[config.mk]
export PLATFORM = sky130hd
export DESIGN_NAME = simple_median_top
export DESIGN_NICKNAME = d
export VERILOG_FILES = /design/src/rtl/simple_median_pkg.sv /design/src/rtl/simple_median_top_addr_gen.sv /design/src/rtl/simple_median_top.sv
export SDC_FILE = /design/constraint.sdc
export NUM_CORES = 1
export LEC_CHECK = 0
export CAP_MARGIN = 20
export CORE_ASPECT_RATIO = 0.75
export CORE_MARGIN = 2
export CORE_UTILIZATION = 55
export CTS_CLUSTER_DIAMETER = 50
export DETAILED_ROUTE_END_ITERATION = 8
export PLACE_DENSITY = 0.8
export SLEW_MARGIN = 40
export SYNTH_ARGS = -nofsm -noshare
export SYNTH_HDL_FRONTEND = slang
export SYNTH_SLANG_ARGS = --single-unit
[constraint.sdc]
create_clock -name clk -period 6.67 [get_ports clk]
set_input_delay 1.334 -clock clk [delete_from_list [all_inputs] [get_ports clk]]
set_output_delay 1.334 -clock clk [all_outputs]
set_load 0.02 [all_outputs]
[src/rtl/simple_median_pkg.sv]
// Shared types and constants for the binary 3x3 median filter / activity detector.
package simple_median_pkg;

  localparam int IMG_W_DEF       = 240;
  localparam int IMG_H_DEF       = 180;
  localparam int MEDIAN_MAJORITY = 5;
  localparam int COUNT_W         = 13;
  localparam int NEIGH_N         = 9;
  localparam logic [3:0] CENTRE_IDX = 4'd4;

  typedef enum logic [1:0] {S_IDLE, S_READ, S_EVAL, S_DONE} state_t;

  // Two's-complement offsets: 2'b11 = -1, 2'b00 = 0, 2'b01 = +1
  typedef struct packed {
    logic [1:0] dx;
    logic [1:0] dy;
  } offset_t;

  // Neighbour visit order: x-major, y-minor, matching the 9 READ cycles
  function automatic offset_t neigh_ofs(input logic [3:0] idx);
    offset_t o;
    o = '{dx: 2'b00, dy: 2'b00};
    case (idx)
      4'd0: o = '{dx: 2'b11, dy: 2'b11};
      4'd1: o = '{dx: 2'b11, dy: 2'b00};
      4'd2: o = '{dx: 2'b11, dy: 2'b01};
      4'd3: o = '{dx: 2'b00, dy: 2'b11};
      4'd4: o = '{dx: 2'b00, dy: 2'b00};
      4'd5: o = '{dx: 2'b00, dy: 2'b01};
      4'd6: o = '{dx: 2'b01, dy: 2'b11};
      4'd7: o = '{dx: 2'b01, dy: 2'b00};
      4'd8: o = '{dx: 2'b01, dy: 2'b01};
      default: o = '{dx: 2'b00, dy: 2'b00};
    endcase
    return o;
  endfunction

endpackage

[src/rtl/simple_median_top_addr_gen.sv]
// Neighbour address generator: centre + table offset, clamped to the centre when outside the frame.
module median_window_addr_gen
  import simple_median_pkg::*;
#(
  parameter int IMG_W = IMG_W_DEF,
  parameter int IMG_H = IMG_H_DEF
) (
  input  logic [7:0] cx,
  input  logic [7:0] cy,
  input  logic [3:0] idx,
  output logic [7:0] ax,
  output logic [7:0] ay,
  output logic       in_frame
);

  offset_t    o;
  logic [9:0] nx, ny;
  logic       in_x, in_y;

  // 10-bit arithmetic so that -1 from coordinate 0 shows up as a set sign bit
  always_comb begin
    o        = neigh_ofs(idx);
    nx       = {2'b00, cx} + {{8{o.dx[1]}}, o.dx};
    ny       = {2'b00, cy} + {{8{o.dy[1]}}, o.dy};
    in_x     = !nx[9] && (nx[8:0] < 9'(IMG_W));
    in_y     = !ny[9] && (ny[8:0] < 9'(IMG_H));
    in_frame = in_x && in_y;
    ax       = in_frame ? nx[7:0] : cx;
    ay       = in_frame ? ny[7:0] : cy;
  end

endmodule

[src/rtl/simple_median_top.sv]
// Binary 3x3 median filter and active-pixel counter over a bit-addressed frame.
// Optional `SIMPLE_MEDIAN_ACTIVE_COUNT_OUT_EN exposes the live counter as activeWindows.
module simple_median_top
  import simple_median_pkg::*;
#(
  parameter int IMG_W = IMG_W_DEF,
  parameter int IMG_H = IMG_H_DEF
) (
  input  logic               clk,
  input  logic               reset,
  input  logic               binaryDataIn,
  input  logic               start,
  input  logic [COUNT_W-1:0] threshold,
  output logic               wakeUp,
  output logic               writeMedianMem,
  output logic               writeMedianData,
  output logic               fullImageDone,
  output logic [7:0]         xAddressOut,
  output logic [7:0]         yAddressOut,
  output logic               binaryMemWriteEnable
`ifdef SIMPLE_MEDIAN_ACTIVE_COUNT_OUT_EN
  ,
  output logic [COUNT_W-1:0] activeWindows
`endif
);

  state_t             state;
  logic [7:0]         cx, cy;
  logic [3:0]         idx;
  logic [3:0]         ones;
  logic               in_d;
  logic [COUNT_W-1:0] count;
  logic               wake;

  logic [7:0] ax, ay;
  logic       in_frame;
  logic [3:0] gen_idx;
  logic [3:0] total;
  logic       median, last_px, scanning;

  assign gen_idx = (state == S_EVAL) ? CENTRE_IDX : idx;

  median_window_addr_gen #(.IMG_W(IMG_W), .IMG_H(IMG_H)) u_addr (
    .cx       (cx),
    .cy       (cy),
    .idx      (gen_idx),
    .ax       (ax),
    .ay       (ay),
    .in_frame (in_frame)
  );

  // in_d is the in-frame flag of the address issued last cycle, aligned with its data
  always_comb begin
    total    = ones + {3'b000, in_d & binaryDataIn};
    median   = (total >= 4'(MEDIAN_MAJORITY));
    last_px  = (cx == 8'(IMG_W - 1)) && (cy == 8'(IMG_H - 1));
    scanning = (state == S_READ) || (state == S_EVAL);
  end

  assign xAddressOut          = scanning ? ax : 8'd0;
  assign yAddressOut          = scanning ? ay : 8'd0;
  assign writeMedianMem       = (state == S_EVAL) && start;
  assign writeMedianData      = writeMedianMem && median;
  assign fullImageDone        = (state == S_DONE);
  assign binaryMemWriteEnable = (state == S_IDLE) && !start;
  assign wakeUp               = wake;
`ifdef SIMPLE_MEDIAN_ACTIVE_COUNT_OUT_EN
  assign activeWindows        = count;
`endif

  always_ff @(posedge clk or negedge reset) begin
    if (!reset) begin
      state <= S_IDLE;
      cx    <= '0;
      cy    <= '0;
      idx   <= '0;
      ones  <= '0;
      in_d  <= 1'b0;
      count <= '0;
      wake  <= 1'b0;
    end else begin
      case (state)
        S_IDLE: begin
          if (start) begin
            cx    <= '0;
            cy    <= '0;
            idx   <= '0;
            count <= '0;
            wake  <= 1'b0;
            state <= S_READ;
          end
        end
        S_READ: begin
          if (!start) begin
            count <= '0;
            state <= S_IDLE;
          end else begin
            // Data arriving in the idx-0 cycle belongs to the previous centre read
            ones <= (idx == 4'd0) ? 4'd0 : total;
            in_d <= in_frame;
            idx  <= idx + 4'd1;
            if (idx == 4'd8) state <= S_EVAL;
          end
        end
        S_EVAL: begin
          if (!start) begin
            count <= '0;
            state <= S_IDLE;
          end else begin
            if (median && (count != '1)) count <= count + 1'b1;
            idx <= '0;
            if (cy == 8'(IMG_H - 1)) begin
              cy <= '0;
              cx <= cx + 8'd1;
            end else begin
              cy <= cy + 8'd1;
            end
            state <= last_px ? S_DONE : S_READ;
          end
        end
        S_DONE: begin
          wake <= (count > threshold);
          if (!start) state <= S_IDLE;
        end
        default: state <= S_IDLE;
      endcase
    end
  end

endmodule

==> impl_results.md <==
- Clk buf depth: 2
- Share of post-route cells with drive strength above 1: 0.04423
- Clock Skew: 0.009175 ns
- Worst-Skew Late Latency: slightly above 0.3 ns
- Iteration-0 DRC Markers: 222
- Die W: between 100 and 150 µm
- Final WS setup: 0.2611 ns
- Antenna Cells: 0
- Row count: 26
- Area growth syn-to-layout: 13.27%
- First-pass DRT Iterations: 5
- Initial core utilization: 0.5659
- Ys Warns: 0
- Pre-CTS WS: approximately 0.44 ns
- Post-synth EDFFs: 0
- Critical Path RT: 5.34 ns
- Status: completed
- Critical Path End Type: primary output
- WP data arrival: 5.07 ns
- Drt via density: 6.228
- ANT nets after route: 0
- Cell Pwr Density: 300.0 mW/mm²
- DP Wirelength: 7151 µm
- Cts hold-fix bufs: 0
- H-tree Lvls: 2
- Total length of routed wires: 9762 µm
- Final Setup Violations: 0
- Clk sinks: 41
- Vias in the first global route: 3,516
- Seq cells post-synth: just over 40
- RSZ-0062 raised after global routing: no
- Top cell type's share of synthesized area: 0.2667
- Cells after Synth: ~500
- Synth cell count leaders: nand2_1 (46), dfrtp_1 (41), o21ai_0 (40)
- Leak: between 0.0015 and 0.002 µW
- Cts bufs inserted: 5
- Max_slew headroom: 0.6035
- Port Buffers: 37
- GRT overflow: 0
- Max FO, Critical Path: 19
- Yosys cell types: between 60 and 70
- DRC viols: 0
- Setup Crit Path Kind: flip-flop to primary output
- Synth area leaders: dfrtp_1 (27%), ha_1 (12%), o21ai_0 (5.2%)
- First-pass GRT wire length: 16,300 µm
- Via count: about 3,800
- Net count after synthesis: 548
- Final hold vios: 0
- Fin crit period: 6.409 ns
- Gr usage total: 0.2609
- Worst-margin pin slew: 0.5907 ns
- Count leader, synth: nand2_1
- Core Box Area: about 0.007 mm²
- Final Power: 1307 µW
- Post-synth top area cell: dfrtp_1
- Seq/Total Area, Yosys: 0.2667
- CTS tree: built
- Startpoint Class: flip-flop
- Net total in the final layout: 575
- Max-slew violation count: 0
- Chip Height: 76.44 µm
- Peak supply drop: 212.4 µV
- Worst Hold Class: flip-flop to flip-flop
- Largest net degree at the start of global routing: 42
- Max-cap viol count: 0
- Hold Slack: 0.4929 ns
- Root buf cell: clkbuf_8
- Fin Setup TNS: 0 ns
- Asr flop ratio synth: 1.000
- DR WL/cell: 16.16 µm
- Die area: a little under 0.008 mm²
- Syn avg cell area: approximately 8 µm²
- Antenna violations before repair: 0
- RD Place Congestion: between 0.9 and 1
- Final Cycle Share: 0.9609
- Fmax: 156.0 MHz
- Top FF cell, synth: dfrtp_1
- Top Ports: 38
- Mapped Area: 0.003847 mm²
- Clock slew seen by the registers of the worst setup and hold paths: 0.08 ns
-- kinds of logic after synthesis --
family | after synthesis | share of synthesized area
AOI/OAI and AO/OA | 136 | 0.2296
xor gates and xnor gates | 17 | 0.03870
adders and majority gates | 39 | 0.1288
and+or+nand+nor | 194 | 0.2569
DFF | 41 | 0.2667
muxes | 6 | 0.01626
buffers and inverters | 59 | 0.06309
-- worst max-delay path, cell delays in order, from the launching register on --
cell and delay, ns:
dfrtp_2 0.46, inv_1 0.18, ha_1 0.19, inv_1 0.07, nand2_1 0.09, ha_1 0.14, o21ai_0 0.11, o32ai_1 0.28
ha_1 0.27, fa_1 0.23, a211o_1 0.18, a2111oi_1 0.08, or4_1 0.56, or3_1 0.38, and3_4 0.26, or4_1 0.52
a21oi_1 0.14, clkdlybuf4s50_1 0.62
-- report_power, final --
| group | leakage (µW) | switching [µW] | internal, µW |
|---|---|---|---|
| clock | 0.0000395 | 88.8 | 74.5 |
| sequential | 0.000568 | 31.5 | 265 |
| combinational | 0.00128 | 553 | 295 |
-- layer usage --
metal / routed length (µm) / GRT usage / vias up
li1: - / - / 1861
met1: 4702 / 0.3759 / 1769
met4: 131 / 0.07808 / 0
met5: 0 / 0.03497 / -
met3: 633 / 0.04771 / 17
met2: 4294 / 0.3926 / 115
-- cell usage in the layout (no fill, tap or decap), drive strengths merged, types with 5 or more instances in the layout --
cell type,n
clkbuf,8
or4,8
xnor2,15
inv,37
nand4,9
or3,6
buf,6
and3,7
a21oi,31
nor3,21
ha,38
a211oi,7
o31ai,8
nor2,39
o21a,5
a22o,7
nand2,46
dfrtp,41
clkdlybuf4s50,33
nand3,21
nor4,8
nor2b,8
o21ai,42
-- area by class of cell --
class                           count  area (µm²)
Timing Repair Buffer               42       412.9
Tap cell                           84       105.1
Sequential cell                    41        1027
Inverter                           37       138.9
Fill cell                         577        2441
Clock buffer                        8       80.08
Multi-Input combinational cell    392        2594
-- metrics by stage --
step / cells / util / cell area (µm²)
6_report: 604 / 0.6410 / 4358
2_1_floorplan: 492 / - / 3847
4_1_cts: 603 / 0.6364 / 4327
3_5_place_dp: 595 / 0.6246 / 4247
3_3_place_gp: 595 / 0.6242 / 4244
5_1_grt: 604 / 0.6410 / 4358
-- state kept, by name (all words and copies together), names as in the netlist --
signal and cells:
state 2, count 13, ones 4, cy 8
in_d 1, idx 4, cx 8, wakeUp 1
-- what timing repair did --
action,CTS,global route
hold endpoints to repair,0,0
setup endpoints to repair,0,16
gates resized for setup,0,9
buffers inserted,0,1
-- final timing paths --
| kind | slack, ns | from | end | depth (start not counted) |
|---|---|---|---|---|
| max | 0.26 | state[0]$_DFFE_PN0P_ | xAddressOut[6] | 17 |
| min | 0.49 | in_d$_DFFE_PN0P_ | in_d$_DFFE_PN0P_ | 2 |
| max reg2reg | 2.71 | state[0]$_DFFE_PN0P_ | in_d$_DFFE_PN0P_ | 16 |
| min reg2reg | 0.49 | in_d$_DFFE_PN0P_ | in_d$_DFFE_PN0P_ | 2 |
| max in group asynchronous | 5.30 | reset | state[0]$_DFFE_PN0P_ | 1 |
| min in group asynchronous | 1.00 | reset | cy[6]$_DFFE_PN0P_ | 1 |
No activity file was read; power rests on OpenSTA's default activity.
